$ cat src/rtl/if_fetch.sv
// Instruction-fetch stage: owns the PC, keeps one imem request in flight and one pending slot.
// Optional IF_ALIGN_CHK_EN: misaligned branch targets raise if_misalign_o and halt fetch.
module if_fetch #(
    parameter int unsigned INST_W = 32,
    parameter int unsigned ADDR_W = 32,
    parameter logic [ADDR_W-1:0] RESET_PC = '0
) (
    input  logic              clk,
    input  logic              rst,
    input  logic              stall_i,
    input  logic              branch_flag_i,
    input  logic [ADDR_W-1:0] branch_target_i,
    output logic              imem_req_o,
    output logic [ADDR_W-1:0] imem_addr_o,
    input  logic              imem_ack_i,
    input  logic [INST_W-1:0] imem_rdata_i,
    output logic [ADDR_W-1:0] if_pc,
    output logic [INST_W-1:0] if_inst,
    output logic              if_valid
`ifdef IF_ALIGN_CHK_EN
    ,
    output logic              if_misalign_o
`endif
);

    typedef enum logic [1:0] {StIdle, StReq, StFull, StHalt} state_e;

    state_e            state_q, state_d;
    logic [ADDR_W-1:0] pc_q, pc_d;
    logic [ADDR_W-1:0] disc_addr_q, disc_addr_d;
    logic              discard_q, discard_d;
    logic [ADDR_W-1:0] pend_pc_q, pend_pc_d;
    logic [INST_W-1:0] pend_inst_q, pend_inst_d;
    logic              pend_valid_q, pend_valid_d;
    logic [ADDR_W-1:0] out_pc_q, out_pc_d;
    logic [INST_W-1:0] out_inst_q, out_inst_d;
    logic              out_valid_q, out_valid_d;
`ifdef IF_ALIGN_CHK_EN
    logic              misalign_q, misalign_d;
`endif

    logic ack_live;
    logic ack_drop;
    logic br_take;
    logic loaded;

    // A discarded request keeps its original address on the bus until acked.
    assign imem_req_o  = (state_q == StReq) || discard_q;
    assign imem_addr_o = discard_q ? disc_addr_q : pc_q;
    assign ack_live    = imem_ack_i && (state_q == StReq) && !discard_q;
    assign ack_drop    = imem_ack_i && discard_q;
    assign br_take     = branch_flag_i && !stall_i;

    assign if_pc    = out_pc_q;
    assign if_inst  = out_inst_q;
    assign if_valid = out_valid_q;
`ifdef IF_ALIGN_CHK_EN
    assign if_misalign_o = misalign_q;
`endif

    always_comb begin
        state_d      = state_q;
        pc_d         = pc_q;
        disc_addr_d  = disc_addr_q;
        discard_d    = discard_q;
        pend_pc_d    = pend_pc_q;
        pend_inst_d  = pend_inst_q;
        pend_valid_d = pend_valid_q;
        out_pc_d     = out_pc_q;
        out_inst_d   = out_inst_q;
        out_valid_d  = out_valid_q;
`ifdef IF_ALIGN_CHK_EN
        misalign_d   = misalign_q;
`endif
        loaded       = 1'b0;

        unique case (state_q)
            StIdle: state_d = StReq;
            StReq: begin
                if (ack_live) begin
                    pc_d = pc_q + ADDR_W'(4);
                    if (!out_valid_q || !stall_i) begin
                        out_pc_d    = pc_q;
                        out_inst_d  = imem_rdata_i;
                        out_valid_d = 1'b1;
                        loaded      = 1'b1;
                    end else begin
                        pend_pc_d    = pc_q;
                        pend_inst_d  = imem_rdata_i;
                        pend_valid_d = 1'b1;
                        state_d      = StFull;
                    end
                end
            end
            StFull: begin
                if (!stall_i) begin
                    out_pc_d     = pend_pc_q;
                    out_inst_d   = pend_inst_q;
                    out_valid_d  = 1'b1;
                    loaded       = 1'b1;
                    pend_valid_d = 1'b0;
                    state_d      = StReq;
                end
            end
            StHalt: begin
            end
        endcase

        if (ack_drop) begin
            discard_d = 1'b0;
        end

        if (!stall_i && !loaded) begin
            out_valid_d = 1'b0;
            out_inst_d  = '0;
        end

        // Redirect overrides any load or consumption decided above.
        if (br_take) begin
            out_valid_d  = 1'b0;
            out_inst_d   = '0;
            out_pc_d     = '0;
            pend_valid_d = 1'b0;
            discard_d    = imem_req_o && !imem_ack_i;
            disc_addr_d  = imem_addr_o;
`ifdef IF_ALIGN_CHK_EN
            pc_d = branch_target_i;
            if (branch_target_i[1:0] != 2'b00) begin
                misalign_d = 1'b1;
                out_pc_d   = branch_target_i;
                state_d    = StHalt;
            end else begin
                misalign_d = 1'b0;
                state_d    = StReq;
            end
`else
            pc_d    = branch_target_i & ~ADDR_W'(3);
            state_d = StReq;
`endif
        end
    end

    always_ff @(posedge clk) begin
        if (rst) begin
            state_q      <= StIdle;
            pc_q         <= RESET_PC;
            disc_addr_q  <= '0;
            discard_q    <= 1'b0;
            pend_pc_q    <= '0;
            pend_inst_q  <= '0;
            pend_valid_q <= 1'b0;
            out_pc_q     <= '0;
            out_inst_q   <= '0;
            out_valid_q  <= 1'b0;
`ifdef IF_ALIGN_CHK_EN
            misalign_q   <= 1'b0;
`endif
        end else begin
            state_q      <= state_d;
            pc_q         <= pc_d;
            disc_addr_q  <= disc_addr_d;
            discard_q    <= discard_d;
            pend_pc_q    <= pend_pc_d;
            pend_inst_q  <= pend_inst_d;
            pend_valid_q <= pend_valid_d;
            out_pc_q     <= out_pc_d;
            out_inst_q   <= out_inst_d;
            out_valid_q  <= out_valid_d;
`ifdef IF_ALIGN_CHK_EN
            misalign_q   <= misalign_d;
`endif
        end
    end

endmodule
$ cat config.mk
export PLATFORM = sky130hd
export DESIGN_NAME = if_fetch
export DESIGN_NICKNAME = d
export VERILOG_FILES = /design/src/rtl/if_fetch.sv
export SDC_FILE = /design/constraint.sdc
export NUM_CORES = 1
export LEC_CHECK = 0
export CORE_UTILIZATION = 35
export DETAILED_ROUTE_END_ITERATION = 8
export PLACE_DENSITY = 0.6
export SETUP_SLACK_MARGIN = 0.3
export SLEW_MARGIN = 20
export SYNTH_ARGS = -nofsm -noshare
export SYNTH_HDL_FRONTEND = slang
export SYNTH_SLANG_ARGS = --single-unit
$ cat constraint.sdc
create_clock -name clk -period 2.2 [get_ports clk]
set_input_delay 0.33 -clock clk [delete_from_list [all_inputs] [get_ports clk]]
set_output_delay 0.33 -clock clk [all_outputs]
set_load 0.1 [all_outputs]
* Yosys cells after proc, flatten, opt, wreduce, memory -nomap -nowiden
Cells that the tools add are included.
** Storage, ports and cells
- Bits in registers :: 196
- Output and inout port bits :: 98
- Logic and storage cells :: 77
** Cells by class
- Bitwise operators :: 1
- Reduce and logical (&&, ||, !) cells :: 28
- Muxes and demuxes :: 27
- Equal/unequal tests :: 9
- Add/subtract/negate cells :: 1
** Operators by type and width (count)
- $mux 32 :: 10
- $pmux 32 s2 :: 2
- $add 32x3->32 const B :: 1
- $reduce_and 4->1 :: 3
- $mux 1 :: 9
- $ne 3x3->1 const B :: 3
- $reduce_bool 2->1 :: 4
- $logic_and 1x1->1 :: 6
- $mux 2 :: 3
- $ne 2x2->1 const B :: 3
- $pmux 2 s3 :: 1
- $logic_not 1->1 :: 5
- $pmux 1 s2 :: 2
- $reduce_and 2->1 :: 2
- $reduce_bool 4->1 :: 1
- $reduce_and 3->1 :: 1
- $reduce_bool 3->1 :: 1
- $reduce_or 3->1 :: 1
- $eq 2x1->1 const B :: 1
- $eq 2x2->1 const B :: 1
- $logic_not 2->1 :: 1
- $logic_or 1x1->1 :: 2
- $ne 2x1->1 const B :: 1
- $reduce_or 2->1 :: 1
- $not 1->1 :: 1

* Logic depth before layout (Yosys ltp)
- Depth in word-level cells :: 8
- Gate-level depth with buffers :: 9
- Gate-level depth less buffers :: 6

* Least setup slack after synthesis
No wires, ideal clock.
- Path kind :: register -> output
- Start point :: register discard_q
- End point :: output imem_addr_o[20]
- Arrival :: 2750 ps
- Stages on the path, launching flop included :: 4
- Path buffers :: 2
- Slack :: -880 ps
- Required time :: 1870 ps
- Path through :: dfxtp_1 > buf_2 > clkbuf_1 > o21ai_0
** On the way
- Longest elaborated chain between the ends :: 1
** Ends and longest elaborated chain
- start, declared :: RTL line 31 : logic discard_q, discard_d;
- start signal, assigned :: RTL line 162 : discard_q <= discard_d;
- $mux 32 :: RTL line 49 : assign imem_addr_o = discard_q ? disc_addr_q : pc_q;
- end, declared :: RTL line 14 : output logic [ADDR_W-1:0] imem_addr_o,
No other way between the ends.

* Final worst setup path
- Start point :: register discard_q
- End point :: output imem_addr_o[27]
Same word-level chain as after synthesis.

==> flow_summary_export.csv <==
group,metric,value,unit
yosys,syn_area,8530,sq um
yosys,synth_xor_area_share,1.13,%
place,place_area,11100,sq um
cells_and_area,layout.nets,1252,
sta,grt_setup_unrepaired,"true",
critical_path,end_kind,"output pin",
sta,period_share,87.9,%
sta,fmax,517,MHz
yosys,synth_fa_ha_area_share,0.733,%
route,vias,7945,
power_and_ir_drop,p_leak,0.00413,uW
global_routing,overflow,0,
sta,finalHoldViolations,0,
cells_and_area,drive_gt1_share,25.5,%
yosys,synth_top_family_by_area,"simple AND/OR/NAND/NOR gates",
cells_and_area,synthToLayoutAreaGrowth,41.0,%
yosys,yosys.area_share.simple,21.7,%
critical_path,startpoint_type,"flop",
floorplanning,dieArea,25000,sq um
clock_tree,root_buffer,"clkbuf_16",
sta,slew_violations,0,
yosys,synthMuxAreaShare,10.4,%
global_routing,grt_pass1_wl,39500,um
yosys,synth-seq-cells,190,
cells_and_area,fin_area,12000,sq um
route,drt_iter0_drc,609,
global_routing,antenna_found_initial,0,
clock_tree,insertion_delay,0.44,ns
job,cap_violations,0,
clock_tree,cts.sinks,190,
yosys,synth_compound_area_share,15.8,%
power_and_ir_drop,vdd_drop_max,0.388,mV
yosys,postSynthCellCount,1023,
global_routing,grt_pass1_vias,7163,
cells_and_area,num_antenna_cells,0,
sta,setup_viol,0,
clock_tree,cts_tree,"yes",
yosys,synth_top_area_share,44.6,%
critical_path,critPathMaxFanout,22,
floorplanning,die_y,158,um
clock_tree,h-tree-depth,4,
route,drc,0,
route,ant_nets,0,
clock_tree,path_clk_slew,0.07,ns
critical_path,reg2reg_depth,10,
critical_path,crit_chain,"buf_12 -> mux2_2 -> buf_12",
route,vias_per_cell,5.26,
global_routing,grt_max_degree,45,
power_and_ir_drop,cellPowerDensity,740,nW/um^2
critical_path,worstPathRequired,1.87,ns
route,routedWlPerCell,17.0,um
yosys,synth_cell_types,46,
floorplanning,rows,56,
cells_and_area,final_common_cell,"nand2_1",
floorplanning,start_util,36.0,%
place,place_hpwl,16900,um
yosys,ys_seq_area_share,44.6,%
worst_hold_path,hold_path_depth,2,
critical_path,slowest_stage,"dfxtp_4",
critical_path,crit_path_max_incr_delay,0.40,ns
floorplanning,coreArea,23700,sq um
floorplanning,pin_count,167,
worst_hold_path,hp-class,"primary input to flop",
outcome,status,"finished clean",
global_routing,grt_usage,20.4,%
yosys,ys_top_cells_by_area,"dfxtp_1 (45%), nand2_1 (8.8%), mux2i_1 (7.3%)",
clock_tree,clock_path_buffers,2,
place,place_congestion,0.816,
cells_and_area,final_cell_mix,"nand2_1 (201), dfxtp_1 (183), buf_4 (120)",
route,firstDrtPassIters,5,
yosys,yosys.area.top_type,"dfxtp_1",
sta,setup_tns,0,ns
sta,fin_skew,0.0187,ns
cells_and_area,n_fill_cell,2299,
yosys,post_synth.cell_area_avg,8.34,sq um
sta,period_needed,1.93,ns
critical_path,crit_top_cell,"buf_12",
floorplanning,die_w,158,um
place,io_buffers,162,
sta,max_slew.worst_pin.slew,0.499,ns
sta,maxSlewHeadroom,66.7,%
critical_path,crit_arrival,1.60,ns
yosys,yosysWarnings,0,
critical_path,path_class,"flop to output pin",
route,wl,25700,um
clock_tree,cts_buffers,17,
==> critical path, delay by kind of cell (launching register included) <==
kind | cells | cell delay (ns)
flops | 1 | 0.40
buf+inv | 2 | 0.36
mux | 1 | 0.39
==> final cells by class <==
cell class,count,area (sq um),area share (%)
timing repair buffer,243,2650,22.1
clock inverter,12,86.3,0.718
tap,319,399,3.32
inverter,9,33.8,0.281
sequential,190,3810,31.7
multi-input combinational,717,4580,38.1
clock buffer,20,457,3.80
==> power by group <==
part / internal, uW / switching (uW) / total (uW)
registers: 3580 / 135 / 3710
logic: 753 / 1520 / 2270
clock network: 1510 / 1400 / 2910
total: 5840 / 3050 / 8890
==> cell usage after synthesis (all sizes together) <==
library cell / number
a211oi: 77
a22oi: 2
xor2: 3
nor3: 70
ha: 5
and2: 3
and3b: 1
o21bai: 1
or3: 9
nand4b: 2
and3: 3
nand3: 17
inv: 9
a21oi: 99
a21o: 2
o31ai: 1
nand3b: 3
buf: 22
nand2b: 4
or2: 3
o211ai: 1
a311oi: 7
o21ba: 1
xnor2: 8
mux2: 24
nor2: 32
o31a: 6
nand4: 12
clkbuf: 86
dfxtp: 190
nor2b: 1
or4: 8
o21a: 1
o311ai: 1
mux2i: 62
nor4: 16
nor3b: 8
nand2: 201
and4: 4
o21ai: 17
conb: 1
==> kinds of logic after synthesis <==
| group | after synthesis |
|---|---|
| compound gates | 216 |
| xor+xnor | 11 |
| fa+ha+maj | 5 |
| buf+inv | 117 |
| flops | 190 |
| mux | 86 |
| other cells | 1 |
| simple gates | 397 |
==> metal layers <==
metal / global-route usage, % / vias to the layer above / share of wire, %
met1: 28.8 / 3821 / 49
met2: 31.6 / 184 / 46
li1: - / 3916 / -
met5: 0 / - / 0
met4: 5.91 / 0 / 1.2
met3: 3.37 / 24 / 3.8
==> state kept, by name (all words and copies together) (netlist names) <==
register	flops
disc_addr_q	32
discard_q	1
if_inst	32
if_pc	30
if_valid	1
pc_q	30
pend_inst_q	32
pend_pc_q	30
state_q	2
==> path summary, 6_finish.rpt <==
kind / start / endpoint / slack, ns
max: discard_q$_SDFFE_PP0P_ / imem_addr_o[27] / 0.27
min: rst / disc_addr_q[25]$_SDFFE_PP0P_ / 0.35
max reg2reg: state_q[1]$_SDFFE_PP0P_ / if_inst[16]$_SDFFE_PP0P_ / 0.27
min reg2reg: pend_inst_q[15]$_SDFFE_PP0P_ / pend_inst_q[15]$_SDFFE_PP0P_ / 0.45
==> what timing repair did <==
action	CTS	global route
pin swaps	7	7
setup endpoints to repair	133	79
buffers inserted	3	7
gates cloned	2	1
gates resized for setup	17	49
hold buffers	0	0
==> metrics by stage <==
| stage | hold slack, ns | total power (uW) | setup WS (ns) | instances | utilization (%) |
|---|---|---|---|---|---|
| final | 0.346 | 8890 | 0.267 | 1510 | 50.8 |
| after global routing | 0.355 | 9230 | 0.189 | 1510 | 50.8 |
| after global placement | 0.438 | 5960 | -0.197 | 1465 | 46.7 |
| after floorplan | 0.407 | 5200 | -0.123 | 1024 | - |
| after detailed placement | 0.446 | 5960 | -0.228 | 1465 | 46.7 |
| after CTS | 0.329 | 8870 | 0.205 | 1502 | 49.5 |
(Power assumes the default switching activity.)
